--- config.mk ---
export PLATFORM = sky130hd
export DESIGN_NAME = spi_reg_bridge
export DESIGN_NICKNAME = d
export VERILOG_FILES = /design/src/rtl/spi_reg_bridge.sv
export SDC_FILE = /design/constraint.sdc
export NUM_CORES = 1
export LEC_CHECK = 0
export ABC_AREA = 1
export BUFFER_PORTS_ARGS = -buffer_cell sky130_fd_sc_hd__clkbuf_2
export CELL_PAD_IN_SITES_DETAIL_PLACEMENT = 1
export CELL_PAD_IN_SITES_GLOBAL_PLACEMENT = 2
export CORE_MARGIN = 3
export CORE_UTILIZATION = 30
export DETAILED_ROUTE_END_ITERATION = 7
export PLACE_DENSITY_LB_ADDON = 0.2
export SLEW_MARGIN = 20
export SYNTH_ARGS = -nofsm -noshare
export SYNTH_HDL_FRONTEND = slang
export SYNTH_SLANG_ARGS = --single-unit
--- constraint.sdc ---
create_clock -name clk -period 1.93 [get_ports clk]
set_clock_uncertainty 0.1 [all_clocks]
set_input_delay 0.0965 -clock clk [delete_from_list [all_inputs] [get_ports clk]]
set_output_delay 0.0965 -clock clk [all_outputs]
set_load 0.1 [all_outputs]
--- src/rtl/spi_reg_bridge.sv ---
// spi_reg_bridge: decodes SPI register/memory strobes into a small CSR file
// (ID, CTRL, STATUS, SCRATCH) driving the PE pipeline, plus a memory window
// forwarded to an SRAM-style req/gnt port with variable read latency.
// Optional feature: define SPI_BRIDGE_TIMEOUT_EN to abort a memory read that
// gets no mem_rvalid within TIMEOUT WAIT cycles (responds 0xEE, sets ERR).
module spi_reg_bridge #(
   parameter int          DW      = 8,
   parameter int          AW      = 16,
   parameter int          MEM_AW  = 12,
   parameter logic [DW-1:0] ID_VAL = 8'hA5,
   parameter int          TIMEOUT = 15
) (
   input  logic              clk,
   input  logic              rst,
   input  logic [AW-1:0]     addr,
   input  logic [DW-1:0]     wdata,
   input  logic              wen,
   input  logic              ren,
   output logic [DW-1:0]     rdata,
   output logic              rvalid,
   output logic              pe_start,
   output logic              pe_run,
   input  logic              pe_busy,
   input  logic              pe_done,
   output logic              mem_req,
   output logic              mem_we,
   output logic [MEM_AW-1:0] mem_addr,
   output logic [DW-1:0]     mem_wdata,
   input  logic              mem_gnt,
   input  logic              mem_rvalid,
   input  logic [DW-1:0]     mem_rdata
);

   typedef enum logic [1:0] {IDLE, REQ, WAIT} state_t;

   state_t              state_q, state_d;
   logic [DW-1:0]       rdata_q, rdata_d;
   logic                rvalid_q, rvalid_d;
   logic                pe_start_q, pe_start_d;
   logic                run_q, run_d;
   logic                done_q, done_d;
   logic                err_q, err_d;
   logic                ovr_q, ovr_d;
   logic [DW-1:0]       scratch_q, scratch_d;
   logic                mem_req_q, mem_req_d;
   logic                mem_we_q, mem_we_d;
   logic [MEM_AW-1:0]   mem_addr_q, mem_addr_d;
   logic [DW-1:0]       mem_wdata_q, mem_wdata_d;
   // memory response parked for one cycle when it collides with a register read
   logic                pend_q, pend_d;
   logic [DW-1:0]       pend_data_q, pend_data_d;

   logic                rd_eff, acc;
   logic                is_id, is_ctrl, is_stat, is_scr, is_win, is_unm;
   logic [DW-1:0]       reg_rdata;
   logic                mem_rsp_v;
   logic [DW-1:0]       mem_rsp_data;
   logic                timeout_hit;

`ifdef SPI_BRIDGE_TIMEOUT_EN
   localparam int CNT_W = $clog2(TIMEOUT + 1);
   logic [CNT_W-1:0]    cnt_q, cnt_d;
`else
   logic                unused_timeout;
   assign unused_timeout = (TIMEOUT != 0);
`endif

   // A simultaneous read is dropped in favour of the write.
   assign rd_eff  = ren & ~wen;
   assign acc     = wen | rd_eff;
   assign is_id   = (addr == AW'(0));
   assign is_ctrl = (addr == AW'(1));
   assign is_stat = (addr == AW'(2));
   assign is_scr  = (addr == AW'(3));
   assign is_win  = (addr[AW-1:MEM_AW] == (AW-MEM_AW)'(1));
   assign is_unm  = ~(is_id | is_ctrl | is_stat | is_scr | is_win);

   // Register read mux; unmapped addresses read as zero.
   always_comb begin
      reg_rdata = '0;
      if (is_id) begin
         reg_rdata = ID_VAL;
      end else if (is_ctrl) begin
         reg_rdata[1] = run_q;
      end else if (is_stat) begin
         reg_rdata[3:0] = {ovr_q, err_q, done_q, pe_busy};
      end else if (is_scr) begin
         reg_rdata = scratch_q;
      end
   end

   // Memory FSM: next state, request fields and memory-side response.
   always_comb begin
      state_d      = state_q;
      mem_req_d    = mem_req_q;
      mem_we_d     = mem_we_q;
      mem_addr_d   = mem_addr_q;
      mem_wdata_d  = mem_wdata_q;
      mem_rsp_v    = 1'b0;
      mem_rsp_data = mem_rdata;
      timeout_hit  = 1'b0;
`ifdef SPI_BRIDGE_TIMEOUT_EN
      cnt_d        = '0;
`endif
      case (state_q)
         IDLE: begin
            if (acc && is_win) begin
               state_d     = REQ;
               mem_req_d   = 1'b1;
               mem_we_d    = wen;
               mem_addr_d  = addr[MEM_AW-1:0];
               mem_wdata_d = wdata;
            end
         end
         REQ: begin
            // mem_rvalid is deliberately not looked at on the grant cycle
            if (mem_gnt) begin
               mem_req_d = 1'b0;
               state_d   = mem_we_q ? IDLE : WAIT;
            end
         end
         WAIT: begin
            if (mem_rvalid) begin
               mem_rsp_v = 1'b1;
               state_d   = IDLE;
`ifdef SPI_BRIDGE_TIMEOUT_EN
            end else if (cnt_q == CNT_W'(TIMEOUT - 1)) begin
               mem_rsp_v    = 1'b1;
               mem_rsp_data = DW'(8'hEE);
               timeout_hit  = 1'b1;
               state_d      = IDLE;
            end else begin
               cnt_d = cnt_q + 1'b1;
`endif
            end
         end
         default: state_d = IDLE;
      endcase
   end

   // Register file updates, sticky status bits and response arbitration.
   always_comb begin
      run_d       = run_q;
      scratch_d   = scratch_q;
      pe_start_d  = wen & is_ctrl & wdata[0];
      rvalid_d    = 1'b0;
      rdata_d     = rdata_q;
      pend_d      = pend_q;
      pend_data_d = pend_data_q;
      if (wen && is_ctrl) run_d = wdata[1];
      if (wen && is_scr)  scratch_d = wdata;
      // set wins over a same-cycle write-1-to-clear
      done_d = pe_done | (done_q & ~(wen & is_stat & wdata[1]));
      err_d  = (acc & is_unm) | timeout_hit | (err_q & ~(wen & is_stat & wdata[2]));
      ovr_d  = (ren & wen) | (acc & is_win & (state_q != IDLE))
             | (ovr_q & ~(wen & is_stat & wdata[3]));
      // register reads go first; a colliding memory response slips one cycle
      if (rd_eff && !is_win) begin
         rvalid_d = 1'b1;
         rdata_d  = reg_rdata;
         if (mem_rsp_v) begin
            pend_d      = 1'b1;
            pend_data_d = mem_rsp_data;
         end
      end else if (pend_q) begin
         rvalid_d = 1'b1;
         rdata_d  = pend_data_q;
         pend_d   = 1'b0;
      end else if (mem_rsp_v) begin
         rvalid_d = 1'b1;
         rdata_d  = mem_rsp_data;
      end
   end

   // State register with asynchronous reset.
   always_ff @(posedge clk or posedge rst) begin
      if (rst) begin
         state_q     <= IDLE;
         rdata_q     <= '0;
         rvalid_q    <= 1'b0;
         pe_start_q  <= 1'b0;
         run_q       <= 1'b0;
         done_q      <= 1'b0;
         err_q       <= 1'b0;
         ovr_q       <= 1'b0;
         scratch_q   <= '0;
         mem_req_q   <= 1'b0;
         mem_we_q    <= 1'b0;
         mem_addr_q  <= '0;
         mem_wdata_q <= '0;
         pend_q      <= 1'b0;
         pend_data_q <= '0;
`ifdef SPI_BRIDGE_TIMEOUT_EN
         cnt_q       <= '0;
`endif
      end else begin
         state_q     <= state_d;
         rdata_q     <= rdata_d;
         rvalid_q    <= rvalid_d;
         pe_start_q  <= pe_start_d;
         run_q       <= run_d;
         done_q      <= done_d;
         err_q       <= err_d;
         ovr_q       <= ovr_d;
         scratch_q   <= scratch_d;
         mem_req_q   <= mem_req_d;
         mem_we_q    <= mem_we_d;
         mem_addr_q  <= mem_addr_d;
         mem_wdata_q <= mem_wdata_d;
         pend_q      <= pend_d;
         pend_data_q <= pend_data_d;
`ifdef SPI_BRIDGE_TIMEOUT_EN
         cnt_q       <= cnt_d;
`endif
      end
   end

   assign rdata     = rdata_q;
   assign rvalid    = rvalid_q;
   assign pe_start  = pe_start_q;
   assign pe_run    = run_q;
   assign mem_req   = mem_req_q;
   assign mem_we    = mem_we_q;
   assign mem_addr  = mem_addr_q;
   assign mem_wdata = mem_wdata_q;

endmodule

# Word level (Yosys, flattened, before mapping)
# Index checks and enable logic that the tools add are counted.
# W data, S select, Z words.
[op_classes]
eq_ne = 10
muxes = 25
bitwise_logic = 28
n_reduce_logical = 14
[ops]
columns = ["operator", "n"]
rows = [
  ["$mux W8", 5],
  ["$eq A16 B2 Y1 const B", 2],
  ["$eq A16 B1 Y1 const B", 1],
  ["$logic_not A16 Y1", 1],
  ["$and A1 B1 Y1", 14],
  ["$mux W1", 11],
  ["$or A1 B1 Y1", 9],
  ["$mux W2", 4],
  ["$mux W4", 2],
  ["$ne A2 B2 Y1 const B", 4],
  ["$mux W6", 1],
  ["$pmux W2 S3", 1],
  ["$reduce_and A3 Y1", 2],
  ["$not A1 Y1", 5],
  ["$eq A4 B1 Y1 const B", 1],
  ["$logic_and A1 B1 Y1", 4],
  ["$reduce_and A2 Y1", 2],
  ["$reduce_bool A2 Y1", 2],
  ["$reduce_bool A3 Y1", 1],
  ["$eq A2 B1 Y1 const B", 1],
  ["$eq A2 B2 Y1 const B", 1],
  ["$logic_not A2 Y1", 1],
  ["$pmux W1 S2", 1],
  ["$logic_not A1 Y1", 1],
]
[word_totals]
reg_bits = 55
inputBits = 40
wordCells = 92

# Depth between registers and ports, before layout
# Gate-level depths: netlist of the first run.
[depth]
ltp_word = 8
ltp_mapped = 12

# Worst setup path before layout of the first run
# Ideal clock, no wire load.
[synth_path]
kind = "reg2reg"
from = "reg run_q, in the netlist pe_run"
to = "reg rdata_q[1], in the netlist rdata[1]"
setup_ns = 0.068
arrival_time_ns = 1.343
slack_ns = 0.419
stages_incl_launch_ff = 7
n_path_buf = 0
synth_period_minus_slack_ns = 1.511
path_cell_list = "dfrtp_1 > nand3_1 > nand3_1 > nand2_1 > nand2_1 > nand2_1 > nand2_1"
[synth_via]
elab_chain_len = 3
[synth_rtl]
columns = ["element", "line_no", "text"]
rows = [
  ["start, declared", "40", "logic run_q, run_d;"],
  ["start signal, assigned", "201", "run_q <= run_d;"],
  ["$mux W1", "83", "end else if (is_ctrl) begin"],
  ["$mux W8", "81", "if (is_id) begin"],
  ["$mux W8", "158", "if (rd_eff && !is_win) begin"],
  ["end signal, assigned", "198", "rdata_q <= rdata_d;"],
  ["end, declared", "37", "logic [DW-1:0] rdata_q, rdata_d;"],
]
# Every way passes these cells.
# A chain may end at the register's enable or synchronous reset.

# Worst setup path after layout of the first run
[layout_path]
from = "in addr[4]"
to = "reg rdata_q[3], in the netlist rdata[3]"
[layout_via]
elab_chain_len = 6
[layout_rtl]
columns = ["element", "line_no", "text"]
rows = [
  ["start, declared", "15", "input logic [AW-1:0] addr,"],
  ["$eq A16 B2 Y1", "74", "assign is_scr = (addr == AW'(3));"],
  ["$mux W8", "87", "end else if (is_scr) begin"],
  ["$mux W4", "85", "end else if (is_stat) begin"],
  ["$mux W6", "83", ""],
  ["$mux W8 (*)", "81", ""],
  ["$mux W8 (*)", "158", ""],
]
# Every way passes the cells marked *; elsewhere a longest branch is shown, timed or not.

==> flow_summary.toml, run 1 <==
[status]
status = "finished, final reports clean"

[logic_synthesis]
syn_inst = 297
avgSynthCellArea_um2 = 8.74
synthesis.nets = 337
yosys_warnings = 0
yosysUniqueCellTypes = 27
synth_mux_area_frac = 0.0477
ys_seq_area_frac = 0.530
synth_top_family_by_area = "simple AND/OR/NAND/NOR gates"
yosysTopAreaCell = "dfrtp_1"
syn_area_um2 = 2590
yosysTopAreaCellShare = 0.530
synthTopCellsByArea = "dfrtp_1, nand2_1, mux2_2"
synth_xor_area_frac = 0
yosys.area_share.simple = 0.224
synth-adder-area-share = 0
ys_seq_elements = 55
synth_compound_area_frac = 0.123

[critical_path]
cp.required_ps = 2080
reg2reg_from = "state_q[0]"
endpoint_kind = "flop"
path_max_fanout = 8
worstPathArrival_ps = 1870
worst_setup_path_start_kind = "primary input"
reg2reg_to = "pend_data_q[7]"
rrSetupSlack_ps = 440
worstSetupPathType = "in2reg"
r2r_cells = 6

[global_routing]
grt_max_degree = 23
grt_pass1_wl_um = 11600
antenna_found_initial = 0
grt_pass1_vias = 2325
overflow = 0
grt.total_usage = 0.146

[power_and_ir_drop]
clkPwrFrac = 0.182
power_switching_mw = 1.95
switching_share = 0.496
p_int_mw = 1.98
vdd.ir_drop.worst_uv = 644
power_frac_seq = 0.369
p_comb_frac = 0.449
powerDensity_nw_per_um2 = 1120
totalPowerFinal_mw = 3.93
p_leak_nw = 1.82

[timing]
finalSetupViolCount = 0
fin_crit_ps = 1720
rsz0062_at_grt = "false"
drv_slew = 0
fin_crit_sh = 0.890
worst_pin_slew_ps = 554
fmax_mhz = 582
fin_tns_setup_ps = 0
final_hold_viol_count = 0
slew_headroom = 0.633

[run]
maxCapViolations = 0

[die]
core.rowCount = 33
die_x_um = 99.0
initial_core_util = 0.313
core-area_um2 = 8300
io_pins = 73
dieArea_um2 = 9800
fp.dieH_um = 99.0

[final_layout]
fillCellCount = 1022
syn2layout_area_growth_pct = 35.1
finish.net_count = 446
register_area_um2 = 1380
drive_above_1_share = 0.314
multi_input_area_um2 = 1030
diodes = 0

[placement]
gp_congestion = 0.764
dp_hpwl_um = 5160
io_buffers = 72

[clock_network]
clockBufferDepth = 2
cts_root_buf = "clkbuf_8"
clock_latency_ps = 310
h-tree-depth = 2
clk_pin_slew_ps = 100
cts_tree = "yes"
cts.sinks = 55
cts_setup_buffers = 0
cts_made_buffers = 5

[detailed_routing]
dr.pass1.iters = 4
vias_per_cell = 4.46
drt_wl_total_um = 6730
drc_errors = 0
ant_nets = 0
num_vias = 2283
wire_per_inst_um = 13.1
drt_first_iter_violations = 67

[hold_path]
min_path_cells = 3
hold_class = "in2reg"
worstHoldStart = "addr[0]"
hold_end = "mem_addr[0]"
[logic make-up after synthesis]
group,after synthesis
AND/OR/NAND/NOR,138
multiplexers,11
flip-flops,55
AO/OA/AOI/OAI,49
buffers and inverters,44
[flip-flops by register name, indices dropped and copies added, names as in the netlist, 2 cells and up]
signal,flops
rdata,8
mem_addr,12
state_q,2
mem_wdata,8
pend_data_q,8
scratch_q,8
[synth_stat cells (all sizes together)]
| library cell | count |
|---|---|
| nand3b | 1 |
| a21oi | 9 |
| o211ai | 3 |
| o21ai | 35 |
| o31ai | 1 |
| dfrtp | 55 |
| nand3 | 16 |
| nor3 | 2 |
| o32ai | 1 |
| or2 | 1 |
| and3 | 1 |
| clkbuf | 3 |
| nor2 | 24 |
| buf | 6 |
| nand4 | 2 |
| nand2 | 91 |
| mux2 | 11 |
| inv | 35 |
[cell type report]
cell class	instances	share of cell area
Sequential cell	55	0.393
Multi-Input combinational cell	198	0.294
Timing Repair Buffer	111	0.208
Inverter	35	0.0375
Tap cell	105	0.0375
Clock buffer	7	0.0275
Clock inverter	1	0.00214
[how the worst max path moves through the flow]
stage / start / end / slack (ps) / depth (start not counted)
floorplan: rst / done_q / 390 / 1
global placement: addr[5] / scratch_q[4] / 320 / 9
detailed placement: addr[7] / scratch_q[2] / 340 / 9
CTS: addr[7] / scratch_q[2] / 120 / 10
global route: addr[7] / rdata[3] / 50 / 13
finish: addr[4] / rdata[3] / 210 / 13
[layer usage]
layer,GRT usage,vias up,part of all wire
li1,-,1160,-
met1,0.202,1071,0.48
met2,0.237,45,0.48
met3,0.0248,7,0.038
met4,0.0410,0,0.011
met5,0,-,0
[critical path, cell delays in order]
cell and delay, ps:
dlygate4sd3_1 540, clkbuf_2 120, nor2_1 80, nand2_1 160
nor2_1 220, nand2_1 110, inv_2 150, nand2_1 70
nand2_1 60, nand2_1 70, nand2_1 70, nand2_1 50
nand2_1 70
[power groups by stage]
stage | registers (mW) | logic, mW | clock network, mW
finish | 1.45 | 1.76 | 0.715
global route | 1.48 | 1.85 | 0.799
CTS | 1.45 | 1.78 | 0.749
detailed placement | 1.48 | 1.73 | 0
global placement | 1.47 | 1.71 | 0
floorplan | 2.62 | 0.260 | 0
[placed cells by master (no fill, tap or decap), types with 2 or more instances in the layout]
master and count:
a21oi_1 5, a21oi_2 4, buf_4 8, clkbuf_2 72, clkbuf_8 7, dfrtp_1 55
dlygate4sd3_1 31, inv_1 31, inv_2 4, mux2_2 11, nand2_1 88, nand2_2 2
nand3_1 15, nand4_1 2, nor2_1 19, nor2_2 4, nor3_1 2, o211ai_1 3
o21ai_0 23, o21ai_2 12
[per-stage QoR]
step	area (um2)	std cells	setup slack (ps)	util	hold slack [ps]
6_report	3510	512	213	0.422	40.6
5_1_grt	3510	512	46.2	0.422	66.0
4_1_cts	3500	512	122	0.422	27.7
3_5_place_dp	3080	473	338	0.372	45.0
3_3_place_gp	3080	473	317	0.372	33.5
2_1_floorplan	2590	297	391	-	82.8
[repair_timing]
action | in CTS | in global routing
setup endpoints to repair | 0 | 9
hold buffers | 31 | 0
hold endpoints to repair | 55 | 0
resized for setup | 0 | 2
(Power assumes the default switching activity.)
==> run 2: changes to the inputs <==
CELL_PAD_IN_SITES_DETAIL_PLACEMENT = default   (was 1)
CELL_PAD_IN_SITES_GLOBAL_PLACEMENT = default   (was 2)
CORE_UTILIZATION = 52   (was 30)
==> run 2 against run 1 <==
Flip-flop and latch count unchanged; first-iteration DRC count increased by 110%; highest routed layer unchanged; register-to-register slack worse by 170 ps; sequential power about the same; global-route usage rose by 6.8 points; worst hold slack better by 9.4 ps; total power shrank 0.97%; routed wire length fell by 15%; critical endpoint is now scratch_q[5]; largest cell class unchanged; setup slack lost 56 ps.
==> flow_summary.toml, run 2 (synthesis results as in run 1) <==
[critical_path]
worst_path_dominant_cell_family = "simple AND/OR/NAND/NOR gates"
worstPathArrival_ps = 1860
worstSetupPathType = "in2reg"
cpMostUsedCell = "nand2_1"
rrSetupSlack_ps = 270
reg2reg_to = "mem_wdata[7]"
cp_slowest_stage_delay_ps = 540
r2r_cells = 5
startpoint = "addr[3]"
path_buf_inv = 3
endpoint_kind = "flop"
crit_cells = 10
worst_setup_path_start_kind = "primary input"
slowest_stage = "dlygate4sd3_1"
path_max_fanout = 16
cp.required_ps = 2020
crit_path_end = "scratch_q[5]"
reg2reg_from = "state_q[1]"
crit_chain = "dlygate4sd3_1 -> clkbuf_2 -> nor2_2 -> nand2_1 -> nor2_1 -> nand2_1 -> inv_2 -> nand2_2 -> nand2_1 -> o21ai_2"

[die]
io_pins = 73
core.rowCount = 25
die_x_um = 76.6
dieArea_um2 = 5870
initial_core_util = 0.542
core-area_um2 = 4790
fp.dieH_um = 76.6

[global_routing]
grt_pass1_wl_um = 10100
grt_max_degree = 31
antenna_found_initial = 0
overflow = 0
grt_pass1_vias = 2290
grt.total_usage = 0.214

[timing]
worst_pin_slew_ps = 557
rsz0062_at_grt = "false"
final_hold_viol_count = 0
fmax_mhz = 564
finalSetupViolCount = 0
fin_tns_setup_ps = 0
drv_slew = 0
hold-worst-slack_ps = 50.0
slew_headroom = 0.628
fin_crit_sh = 0.919
fin_crit_ps = 1770

[placement]
dp_hpwl_um = 4110
io_buffers = 72
gp_congestion = 0.823

[clock_network]
clk_pin_slew_ps = 90
cts_root_buf = "clkbuf_8"
hold_buffers = 31
cts_resized = 0
cts_tree = "yes"
cts_setup_buffers = 0
clockBufferDepth = 2
h-tree-depth = 2
cts_made_buffers = 5
clock_latency_ps = 300
cts.sinks = 55

[detailed_routing]
dr.pass1.iters = 4
drc_errors = 0
ant_nets = 0
num_vias = 2267
vias_per_cell = 4.79
wire_per_inst_um = 12.1
drt_first_iter_violations = 139
drt_wl_total_um = 5740

[final_layout]
finish.net_count = 445
drive_above_1_share = 0.308
utilization = 0.721
most-common-layout-cells = "nand2_1, clkbuf_2, dfrtp_1, inv_1, dlygate4sd3_1"
layout_commonest_cell = "nand2_1"
syn2layout_area_growth_pct = 33.0
largest_reg_flops = 12
diodes = 0

[power_and_ir_drop]
powerDensity_nw_per_um2 = 1130
vdd.ir_drop.worst_uv = 687
p_leak_nw = 1.81

[run]
maxCapViolations = 0

[hold_path]
hold_class = "in2reg"
min_path_cells = 3

[status]
status = "finished, final reports clean"
-- run 2: worst register-to-register path, delay by kind of cell, from the launching register on --
| family | cells | cell delay (ps) |
|---|---|---|
| buffers and inverters | 1 | 330 |
| AOI/OAI and AO/OA | 1 | 80 |
| DFF | 1 | 410 |
| and+or+nand+nor | 3 | 630 |
-- run 2: how the worst min path moves through the flow --
stage | from | to | slack, ps
floorplan | mem_gnt | state_q[0] | 80
global placement | rst | mem_req | 70
detailed placement | rst | mem_addr[4] | 70
CTS | addr[0] | mem_addr[0] | 30
global route | addr[0] | mem_addr[0] | 50
finish | addr[0] | mem_addr[0] | 50
-- run 2: cell type report --
| cell class | count | area (um2) |
|---|---|---|
| repair buffers | 110 | 736 |
| fillers | 390 | 1330 |
| multi-input cells | 198 | 1020 |
| clock buffers | 8 | 100 |
| well taps | 67 | 83.8 |
| flip-flops and latches | 55 | 1380 |
| inverters | 35 | 131 |
-- run 2: per-stage QoR --
stage / power (mW) / instances / setup slack (ps) / area (um2)
final: 3.89 / 473 / 157 / 3450
after detailed placement: 3.18 / 434 / 270 / 3040
after global routing: 4.06 / 473 / 12.7 / 3450
after global placement: 3.16 / 434 / 325 / 3040
after CTS: 3.91 / 473 / 146 / 3450
after floorplan: 2.88 / 297 / 391 / 2590
-- run 2: power breakdown --
| group | leakage, nW | total (mW) | internal, mW | switching, mW |
|---|---|---|---|---|
| clock | 0.0515 | 0.682 | 0.328 | 0.354 |
| sequential | 0.684 | 1.45 | 1.35 | 0.102 |
| combinational | 1.07 | 1.76 | 0.308 | 1.45 |
-- run 2: layer usage --
layer	part of all wire	vias to the layer above	global-route usage
met5	0	-	0
met4	0.020	0	0.0870
met3	0.049	11	0.0449
met2	0.48	59	0.349
met1	0.45	1036	0.279
li1	-	1161	-
==> run 3: changes to the inputs <==
ABC_AREA = 0   (was 1)
CORE_MARGIN = default   (was 3)
CORE_UTILIZATION = 51   (was 52)
==> run 3 against run 2 <==
The flow now finishes with violations (design-rule violations); cell area shrank 3.8%; sequential power is essentially flat; global-route usage grew 1.8 points; maximum frequency shrank 3.4%; first-iteration DRC count shrank 47%; clock power shrank 6.6%; synthesized cell count shrank 35%; sequential share of layout area grew 1.6 points; utilization grew 2.1 points; setup slack lost 62 ps; die area shrank 14%.
==> flow_summary.toml, run 3 <==
[global_routing]
grt_pass1_vias = 1937
grt.total_usage = 0.232
antenna_found_initial = 0
overflow = 0
grt_pass1_wl_um = 8990
grt_max_degree = 35

[critical_path]
endpoint_kind = "flop"
startpoint = "addr[11]"
cp.required_ps = 2020
reg2reg_from = "state_q[0]"
path_max_fanout = 8
worstSetupPathType = "in2reg"
worstPathArrival_ps = 1920
worst_setup_path_start_kind = "primary input"

[die]
core.rowCount = 24
die_x_um = 71.1
initial_core_util = 0.544
io_pins = 73
fp.dieH_um = 71.1
dieArea_um2 = 5050
core-area_um2 = 4470

[detailed_routing]
dr.pass1.iters = 6
wire_per_inst_um = 15.2
drt_wl_total_um = 5460
drt_first_iter_violations = 73
top_layer_used = "met4"
vias_per_cell = 5.37
wl_met1_um = 2580
num_vias = 1923
drc_errors = 4
ant_nets = 0
wl_met3_um = 206
wl_met2_um = 2620

[logic_synthesis]
ys_seq_elements = 55
ys_seq_area_frac = 0.566
avgSynthCellArea_um2 = 12.6
netlist_top_cells_count = "dfrtp_1, mux2_2, nand2_1, nor2_1, o21ai_0"
synth-async-reset-ratio = 1.00
synthTopCellsByArea = "dfrtp_1, mux2_2, mux2i_1"
synth_edf_count = 0
yosysUniqueCellTypes = 34
yosysTopAreaCell = "dfrtp_1"
synthesis.nets = 233
yosysTopAreaCellShare = 0.566
yosys_most_used_dff = "dfrtp_1"
syn_inst = 193
synth.most_common_cell = "dfrtp_1"
yosys_warnings = 0
syn_area_um2 = 2430

[timing]
worst_pin_slew_ps = 675
final_hold_viol_count = 0
fmax_mhz = 545
fin_tns_setup_ps = 0
fin_crit_ps = 1830
drv_slew = 0
rsz0062_at_grt = "false"
finalSetupViolCount = 0
slew_headroom = 0.549
fin_crit_sh = 0.950

[placement]
gp_congestion = 0.772
dp_hpwl_um = 3790
io_buffers = 72

[clock_network]
cts_setup_buffers = 0
cts_made_buffers = 5
clk_pin_slew_ps = 100
cts_root_buf = "clkbuf_8"
clockBufferDepth = 2
cts_tree = "yes"
h-tree-depth = 2
cts.sinks = 55
clock_latency_ps = 310

[final_layout]
drive_above_1_share = 0.454
multi_input_area_um2 = 1020
syn2layout_area_growth_pct = 36.5
layout_commonest_cell = "clkbuf_2"
finish.net_count = 345
largest_reg_flops = 12
most-common-layout-cells = "clkbuf_2, dfrtp_1, mux2_2, dlygate4sd3_1, nand2_1"
register_area_um2 = 1380
utilization = 0.742
diodes = 0
fillCellCount = 312

[status]
violations = "design-rule violations"
status = "finished with violations"

[hold_path]
worstHoldStart = "ren"
hold_class = "in2reg"

[run]
maxCapViolations = 0

[power_and_ir_drop]
p_leak_nw = 1.60
vdd.ir_drop.worst_uv = 846
powerDensity_nw_per_um2 = 1120
## run 3: metal layers
metal,vias to the layer above,GRT usage
li1,931,-
met1,930,0.328
met2,58,0.373
met3,4,0.0427
met4,0,0.0622
met5,-,0
## run 3: repair_timing
item / CTS / global route
hold endpoints to repair: 60 / 0
gates resized for setup: 0 / 1
setup endpoints to repair: 0 / 1
hold buffers: 30 / 0
## run 3: worst paths after layout
check,to,slack [ps],depth (start not counted)
worst max-delay path,scratch_q[3],100,7
worst min-delay path,ovr_q,10,3
worst max register to register,pend_data_q[6],150,3
worst min register to register,mem_req,390,2
max in group asynchronous,mem_wdata[4],950,4
min in group asynchronous,mem_addr[6],230,3
## run 3: layout make-up
| class | count | area share |
|---|---|---|
| clock inverters | 3 | 0.00754 |
| repair buffers | 112 | 0.225 |
| multi-input cells | 126 | 0.306 |
| inverters | 5 | 0.00565 |
| well taps | 52 | 0.0196 |
| clock buffers | 5 | 0.0207 |
| flip-flops and latches | 55 | 0.415 |
## run 3: power breakdown
part / switching (mW) / internal [mW]
registers: 0.0960 / 1.33
logic: 1.31 / 0.325
clock network: 0.377 / 0.260
total: 1.79 / 1.92
## run 3: cells by family after synthesis
group / count (synthesis) / synth area share
compound gates: 27 / 0.0710
flops: 55 / 0.566
simple gates: 50 / 0.119
buf+inv: 12 / 0.0206
mux: 49 / 0.223
## run 3: critical path: stages
cell	delay [ps]
dlygate4sd3_1	540
clkbuf_2	130
nor2_1	120
nand4_1	190
nor4b_4	270
buf_4	220
mux2_2	350
## run 3: stage by stage
stage          instances  setup WS [ps]  hold slack [ps]  power, mW  cell area [um2]
4_1_cts              358           54.7             15.0       3.72             3310
6_report             358           95.6             13.9       3.70             3320
2_1_floorplan        193            167             94.8       2.76             2430
5_1_grt              358           17.5             36.1       3.84             3320
3_5_place_dp         320           14.4             28.0       3.05             2920
3_3_place_gp         320           82.8             28.7       3.03             2920
